===== src/rtl/jstk2_pkg.sv =====
// jstk2_pkg: shared constants and state type for the JSTK2 SPI responder
package jstk2_pkg;
  localparam int PKT_BITS = 40;
  localparam logic [5:0] BYTE4_HDR = 6'b100000;
  typedef enum logic [1:0] {IDLE, SHIFT, DRAIN} state_t;
endpackage


===== src/rtl/spi_edge_sync.sv =====
// spi_edge_sync: multi-flop synchronizer with registered rise/fall detection
module spi_edge_sync #(
  parameter int   STAGES  = 2,
  parameter logic RST_VAL = 1'b0
) (
  input  logic clk,
  input  logic rst,
  input  logic d_i,
  output logic q_o,
  output logic rise_o,
  output logic fall_o
);
  logic [STAGES-1:0] sync_q;
  // shift the pin through the chain and flag level changes at its output
  always_ff @(posedge clk or negedge rst)
    if (!rst) begin
      sync_q <= {STAGES{RST_VAL}};
      q_o    <= RST_VAL;
      rise_o <= 1'b0;
      fall_o <= 1'b0;
    end else begin
      sync_q <= {sync_q[STAGES-2:0], d_i};
      q_o    <= sync_q[STAGES-1];
      rise_o <= sync_q[STAGES-1] & ~q_o;
      fall_o <= ~sync_q[STAGES-1] & q_o;
    end
endmodule


===== src/rtl/jstk2_spi_responder.sv =====
// jstk2_spi_responder: SPI mode-0 slave reporting joystick state; JSTK_RESP_CMD_RX_EN adds command-byte capture
module jstk2_spi_responder
  import jstk2_pkg::*;
#(
  parameter int SYNC_STAGES = 2,
  parameter int PKT_BYTES   = PKT_BITS / 8
) (
  input  logic       clk,
  input  logic       rst,
  input  logic       SCLK,
  input  logic       SS,
  input  logic       MOSI,
  output logic       MISO,
  output logic       miso_oe,
  input  logic [9:0] x_val,
  input  logic [9:0] y_val,
  input  logic       jstk_btn,
  input  logic       trig_btn,
  output logic       busy,
  output logic       xfer_done,
  output logic [7:0] cmd_byte,
  output logic       cmd_valid
);
  localparam int NB = PKT_BYTES * 8;
  localparam logic [5:0] NB6 = 6'(NB);
  logic sclk_lvl, sclk_rise, sclk_fall;
  logic ss_lvl, ss_rise, ss_fall;
  logic mosi_lvl, mosi_rise, mosi_fall;
  logic unused_sig;
  state_t state_q, state_d;
  logic [NB-1:0] sr_q, sr_d;
  logic [5:0] cnt_q, cnt_d;
  logic done_q, done_d;
  logic [39:0] pkt;
  logic [NB+39:0] pkt_ext;
  spi_edge_sync #(.STAGES(SYNC_STAGES), .RST_VAL(1'b0)) u_sclk (
    .clk(clk), .rst(rst), .d_i(SCLK), .q_o(sclk_lvl), .rise_o(sclk_rise), .fall_o(sclk_fall));
  spi_edge_sync #(.STAGES(SYNC_STAGES), .RST_VAL(1'b1)) u_ss (
    .clk(clk), .rst(rst), .d_i(SS), .q_o(ss_lvl), .rise_o(ss_rise), .fall_o(ss_fall));
  spi_edge_sync #(.STAGES(SYNC_STAGES), .RST_VAL(1'b0)) u_mosi (
    .clk(clk), .rst(rst), .d_i(MOSI), .q_o(mosi_lvl), .rise_o(mosi_rise), .fall_o(mosi_fall));
  assign unused_sig = ^{sclk_lvl, ss_lvl, mosi_lvl, mosi_rise, mosi_fall};
  assign pkt = {x_val[7:0], 6'b0, x_val[9:8], y_val[7:0], 6'b0, y_val[9:8], BYTE4_HDR, trig_btn, jstk_btn};
  assign pkt_ext = {pkt, {NB{1'b0}}};
  assign MISO = sr_q[NB-1];
  assign busy = (state_q != IDLE);
  assign miso_oe = busy;
  assign xfer_done = done_q;
  // transfer sequencing: snapshot on select, shift on SCLK falls, SS rise always wins
  always_comb begin
    state_d = state_q;
    sr_d    = sr_q;
    cnt_d   = cnt_q;
    done_d  = 1'b0;
    if (state_q == IDLE) begin
      if (ss_fall) begin
        state_d = SHIFT;
        sr_d    = pkt_ext[NB+39 -: NB];
        cnt_d   = '0;
      end
    end else if (ss_rise) begin
      state_d = IDLE;
      sr_d    = '0;
      cnt_d   = '0;
      done_d  = (cnt_q == NB6);
    end else begin
      cnt_d = (sclk_rise && cnt_q != NB6) ? cnt_q + 6'd1 : cnt_q;
      if (sclk_fall && state_q == SHIFT) begin
        sr_d    = sr_q << 1;
        state_d = (cnt_q == NB6) ? DRAIN : SHIFT;
      end
    end
  end
  // transfer state registers
  always_ff @(posedge clk or negedge rst)
    if (!rst) begin
      state_q <= IDLE;
      sr_q    <= '0;
      cnt_q   <= '0;
      done_q  <= 1'b0;
    end else begin
      state_q <= state_d;
      sr_q    <= sr_d;
      cnt_q   <= cnt_d;
      done_q  <= done_d;
    end
`ifdef JSTK_RESP_CMD_RX_EN
  logic [6:0] rx_q;
  logic [7:0] cmd_q;
  logic cmd_v_q;
  logic rx_take;
  assign rx_take = (state_q != IDLE) && !ss_rise && sclk_rise && (cnt_q < 6'd8);
  assign cmd_byte = cmd_q;
  assign cmd_valid = cmd_v_q;
  // collect the first MOSI byte and publish it on the 8th rising edge
  always_ff @(posedge clk or negedge rst)
    if (!rst) begin
      rx_q    <= '0;
      cmd_q   <= 8'h00;
      cmd_v_q <= 1'b0;
    end else begin
      cmd_v_q <= rx_take && (cnt_q == 6'd7);
      if (rx_take) rx_q <= {rx_q[5:0], mosi_lvl};
      if (rx_take && cnt_q == 6'd7) cmd_q <= {rx_q, mosi_lvl};
    end
`else
  assign cmd_byte = 8'h00;
  assign cmd_valid = 1'b0;
`endif
endmodule


===== config.mk =====
export PLATFORM = sky130hd
export DESIGN_NAME = jstk2_spi_responder
export DESIGN_NICKNAME = d
export VERILOG_FILES = /design/src/rtl/jstk2_pkg.sv /design/src/rtl/spi_edge_sync.sv /design/src/rtl/jstk2_spi_responder.sv
export SDC_FILE = /design/constraint.sdc
export NUM_CORES = 1
export LEC_CHECK = 0
export CAP_MARGIN = 15
export CELL_PAD_IN_SITES_DETAIL_PLACEMENT = 0
export CELL_PAD_IN_SITES_GLOBAL_PLACEMENT = 1
export CORE_MARGIN = 4
export CORE_UTILIZATION = 38
export DETAILED_ROUTE_END_ITERATION = 7
export PLACE_DENSITY_LB_ADDON = 0.1
export SLEW_MARGIN = 20
export SYNTH_ARGS = -nofsm -noshare
export SYNTH_HDL_FRONTEND = slang
export SYNTH_SLANG_ARGS = --single-unit

===== constraint.sdc =====
create_clock -name clk -period 1.4 [get_ports clk]
set_input_delay 0.28 -clock clk [delete_from_list [all_inputs] [get_ports clk]]
set_output_delay 0.28 -clock clk [all_outputs]
set_load 0.005 [all_outputs]

## Word level (Yosys, flattened, before mapping)

Cells that the tools add are included.
Widths: inputs -> output; s select.

- Input bits: 27
- Output and inout bits: 13
- Memory bits (read-only): 0
- Word-level logic and storage cells: 48
- Flip-flop bits (word level): 59
- Bits in latches: 0
- Bits in writable memories: 0
- Memories: 0

- Bitwise operators: 8
- Multiply operators: 0
- Magnitude comparators: 0
- Reduce and logical (&&, ||, !) cells: 8
- Add/subtract/negate cells: 1
- Div/mod/pow operators: 0
- Muxes and demuxes: 15
- Shift operators: 0
- Eq/ne operators: 4

Operators with widths:

| cell | count |
|---|---|
| $mux 40 | 4 |
| $mux 6 | 4 |
| $mux 2 | 5 |
| $add 6x1->6 const B | 1 |
| $eq 6x6->1 const B | 1 |
| $ne 6x6->1 const B | 1 |
| $reduce_bool 3->1 | 2 |
| $and 1x1->1 | 4 |
| $not 1->1 | 4 |
| $reduce_and 2->1 | 2 |
| $eq 2x1->1 const B | 1 |
| $logic_and 1x1->1 | 2 |
| $logic_not 2->1 | 1 |
| $mux 1 | 2 |
| $ne 2x1->1 const B | 1 |
| $reduce_bool 2->1 | 1 |

## Longest topological paths before layout

- Word-level depth: 5
- Gate-level depth with buffers: 5
- Gate-level depth less buffers: 5

## Hierarchy

From an unflattened synthesis, not the netlist that was laid out.

- Cells, all modules: 263
- Area, all modules: 2,851.5 µm²

By module, submodules not included:

| module | times used | area an instance (µm²) | cells each | sequential area each (µm²) |
|---|---|---|---|---|
| jstk2_spi_responder | 1 | 2,567.5 | 249 | 1,226.2 |
| spi_edge_sync (u_ss) | 1 | 143.9 | 7 | 128.9 |
| spi_edge_sync (u_sclk) | 1 | 140.1 | 7 | 125.1 |

## Worst setup path after synthesis

OpenSTA, ideal clock, no wires.

- Path type: reg-to-reg
- Start: register state_q[1]
- End: register sr_q[11]
- Period minus slack after synthesis: 1,526 ps
- Cell stages (with the launch flop): 6
- Setup slack: -126 ps
- Library setup time: 125 ps
- Required time: 1,275 ps
- Arrival: 1,401 ps
- Path through: dfrtp_1 nor2_4 inv_2 o22a_2 buf_6 mux2_4

- Longest elaborated chain between the ends: 4
- Elaborated cells on any way between the ends: 7
- Classes of those cells: 2 x eq/ne; 1 x mux; 4 x reduce/logical

RTL lines:

| element | RTL line | source |
|---|---|---|
| start, declared | jstk2_spi_responder.sv:30 | `state_t state_q, state_d;` |
| start signal, assigned | jstk2_spi_responder.sv:82 | `state_q <= state_d;` |
| $eq 2x1->1 | jstk2_spi_responder.sv:68 | `if (sclk_fall && state_q == SHIFT) begin` |
| $logic_and 1x1->1 | jstk2_spi_responder.sv:68 |  |
| $reduce_bool 3->1 (no source line) | - |  |
| $reduce_and 2->1 (no source line) | - |  |
| end signal, assigned | jstk2_spi_responder.sv:83 | `sr_q <= sr_d;` |
| end, declared | jstk2_spi_responder.sv:31 | `logic [NB-1:0] sr_q, sr_d;` |

Parallel ways exist; a longest one is shown, timed or not.
A chain may end at the register's enable or synchronous reset.

## Worst setup path after layout

- Start: register state_q[0]
- End: register sr_q[18]

Same word-level chain as after synthesis.

==> results <==
## per-stage QoR
stage	hold WS [ns]	TNS (ns)	util [%]
2_1_floorplan	-0.01559	-2.957	-
3_3_place_gp	0.2955	-3.730	46.64
3_5_place_dp	0.2820	-3.908	46.64
4_1_cts	0.3356	-2.358	50.22
5_1_grt	0.3332	-3.537	50.97
6_report	0.3490	-2.286	50.97
## kinds of logic (layout without fill, tap and decap cells)
family / after synthesis / after routing / synth area share (%)
AO/OA/AOI/OAI: 48 / 48 / 9.965
XOR/XNOR: 1 / 1 / 0.3087
adder cells (fa/ha/maj): 2 / 2 / 0.8817
buffers and inverters: 41 / 98 / 7.584
flip-flops: 59 / 59 / 52.16
multiplexers: 30 / 30 / 15.70
other: 1 / 9 / 0.1321
AND/OR/NAND/NOR: 83 / 83 / 13.27
## layer usage
layer / vias to the layer above / track usage (%) / part of all wire [%]
met1: 945 / 18.82 / 48
met2: 28 / 21.81 / 46
met5: - / 0 / 0
li1: 994 / - / -
met4: 0 / 4.332 / 1.3
met3: 9 / 5.578 / 4.2
## Yosys cell counts
master	n	area [um2]
o21a_1	2	15.01
buf_4	10	75.07
o21ai_0	21	105.1
mux2_4	29	435.4
nand2_1	47	176.4
xor2_1	1	8.760
buf_2	1	5.000
ha_1	2	25.02
inv_1	15	56.30
nand4_1	10	62.56
nor3_1	1	5.000
o21bai_1	1	7.510
conb_1	1	3.750
nor2b_1	4	25.02
o31ai_1	1	7.510
buf_6	3	33.78
clkbuf_1	10	37.54
mux2i_1	1	10.01
a22o_1	1	8.760
o21ai_1	14	70.07
or4_1	1	7.510
o21ba_2	1	10.01
o41ai_1	1	8.760
dfrtp_1	56	1401
a41oi_1	1	8.760
o22a_2	1	10.01
inv_2	2	7.510
a21oi_1	1	5.000
nor2_4	1	11.26
and4_1	2	17.52
nand3_1	4	20.02
a32o_1	2	20.02
and3_1	1	6.260
dfstp_2	3	78.83
o22ai_1	1	6.260
nor2_1	12	45.04
## layout by cell type, fill, tap and decap left out, drive strengths merged, types with 2 or more instances in the layout
| cell | count |
|---|---|
| dfrtp | 56 |
| nand2 | 47 |
| buf | 37 |
| o21ai | 35 |
| mux2 | 29 |
| clkdlybuf4s50 | 24 |
| inv | 17 |
| clkbuf | 15 |
| nor2 | 13 |
| nand4 | 10 |
| conb | 9 |
| nor2b | 4 |
| nand3 | 4 |
| dfstp | 3 |
| a32o | 2 |
| o21a | 2 |
| dlygate4sd2 | 2 |
| and4 | 2 |
| ha | 2 |
## power by group through the flow
| stage | clock [W] | combinational [W] | sequential, W |
|---|---|---|---|
| floorplan | 0 | 0.00110 | 0.00229 |
| global placement | 0 | 0.00152 | 0.00233 |
| detailed placement | 0 | 0.00153 | 0.00233 |
| CTS | 0.00158 | 0.00161 | 0.00230 |
| global route | 0.00165 | 0.00181 | 0.00235 |
| finish | 0.00151 | 0.00163 | 0.00229 |
## state kept, by name (all words and copies together), names as in the netlist, 2 cells and up
register	flops
cnt_q	6
sr_q	40
state_q	2
u_sclk.sync_q	2
u_ss.sync_q	2
## how the worst max path moves through the flow
| stage | start | to | depth (start not counted) |
|---|---|---|---|
| after CTS | state_q[0]$_DFFE_PN0P_ | sr_q[18]$_DFFE_PN0P_ | 5 |
| after floorplan | state_q[0]$_DFFE_PN0P_ | sr_q[19]$_DFFE_PN0P_ | 5 |
| final | state_q[0]$_DFFE_PN0P_ | sr_q[18]$_DFFE_PN0P_ | 5 |
| after detailed placement | state_q[0]$_DFFE_PN0P_ | sr_q[22]$_DFFE_PN0P_ | 5 |
| after global routing | state_q[0]$_DFFE_PN0P_ | sr_q[8]$_DFFE_PN0P_ | 5 |
| after global placement | state_q[0]$_DFFE_PN0P_ | sr_q[34]$_DFFE_PN0P_ | 5 |
## what timing repair did
item                       CTS  global route
hold endpoints to repair    56             0
hold buffers                 1             0
setup endpoints to repair   36            40
buffers inserted             5             2
gates resized for setup     17            12
## critical path: stages (launching register included)
cell	delay (ns)
dfrtp_2	0.43
buf_6	0.14
a21oi_4	0.13
o22a_4	0.19
buf_12	0.18
mux2_4	0.31
## layout make-up
class                      count  area, um2  area share, %
multi-input combinational    173       1217          32.93
tap                           99      123.9          3.350
clock buffer                  14      152.6          4.129
clock inverter                 2      35.03         0.9475
timing repair buffer          65      619.3          16.75
sequential                    59       1483          40.10
inverter                      17      66.31          1.794
==> impl_metrics.toml <==
[status]
status = "finished with violations"
violations = "negative setup slack"

[clocking]
cts_tree = "done"
clockBufferDepth = 2
worstSkewPairLatency_ns = 0.34
clock-sinks = 59
path_clk_slew_ns = 0.06
htree_levels = 3
cts_made_buffers = 9
cts.root.buffer_cell = "clkbuf_8"

[placement]
dp_hpwl_um = 3733
portBuffers = 29
dp.cells = 405
routabilityCongestion = 0.7632
place_ws_ns = -0.1351
place_area_mm2 = 0.003383

[route]
vias_per_cell = 4.606
drt-initial-drc-count = 52
first_pass_iters = 3
wl_per_cell_um = 13.34
wl_um = 5722
ant_nets = 0
num_vias = 1976
drc = 0

[power]
p_seq_share_pct = 42.1
swShare_pct = 27.71
power.switching_w = 0.001508
total_power_w = 0.005442
leakagePower_nw = 1.727
clkPwrFrac_pct = 27.8
p_int_w = 0.003934
pwr-share-comb_pct = 30.0
power_density_mw_per_mm2 = 1472
peakVddDrop_v = 0.0006997

[worst_setup_path]
worstSetupStartpointType = "flip-flop"
r2r-end = "sr_q[18]$_DFFE_PN0P_"
crit_fanout = 17
reg2reg_from = "state_q[0]$_DFFE_PN0P_"
cp.arrival_ns = 1.71
endpoint_kind = "flip-flop"
crit_type = "reg2reg"
reg2regPathDepth = 5
worstPathRequired_ns = 1.62
r2r_slack_ns = -0.1

[yosys]
synth_cells = 265
syn_avg_cell_area_um2 = 10.71
syn_area_mm2 = 0.002838
synth_cell_type_count = 36
yosysSeqAreaShare_pct = 52.16
ys_ff_latch = 59
synth-warning-count = 0

[timing]
finalMaxSlewViolations = 0
period_minus_slack_ns = 1.497
rsz0062_at_grt = "yes"
hold_viol_final = 0
period_share_pct = 106.9
finalSetupViolCount = 29
fmax_mhz = 667.9
fin_ws_ns = -0.09717
clock_skew_ns = 0.007822

[global_route]
antenna_found_initial = 0
grt_overflow_total = 0
grt_pass1_wl_um = 9604
grt_max_degree = 37
grt_pass1_vias = 1966
grt_usage_pct = 14.29

[floorplan]
dieHeight_um = 94.42
core_area_mm2 = 0.007253
start_util_pct = 39.12
die_area_mm2 = 0.008914
ios = 40
die_w_um = 94.42
fp-row-count = 31

[hold_path]
hold_path.class = "reg2reg"
min_from = "u_sclk.sync_q[0]$_DFF_PN0_"
whs_path_depth = 0
holdPathEnd = "u_sclk.sync_q[1]$_DFF_PN0_"

[layout]
nNetsFinal = 354
fill_cells = 701
drive_gt1_share_pct = 29.39
design_area_mm2 = 0.003697
stdcell_count = 429
syn2layout_area_growth_pct = 30.29
antenna_cells = 0

[job]
cap_violations = 0
(Power assumes the default switching activity.)
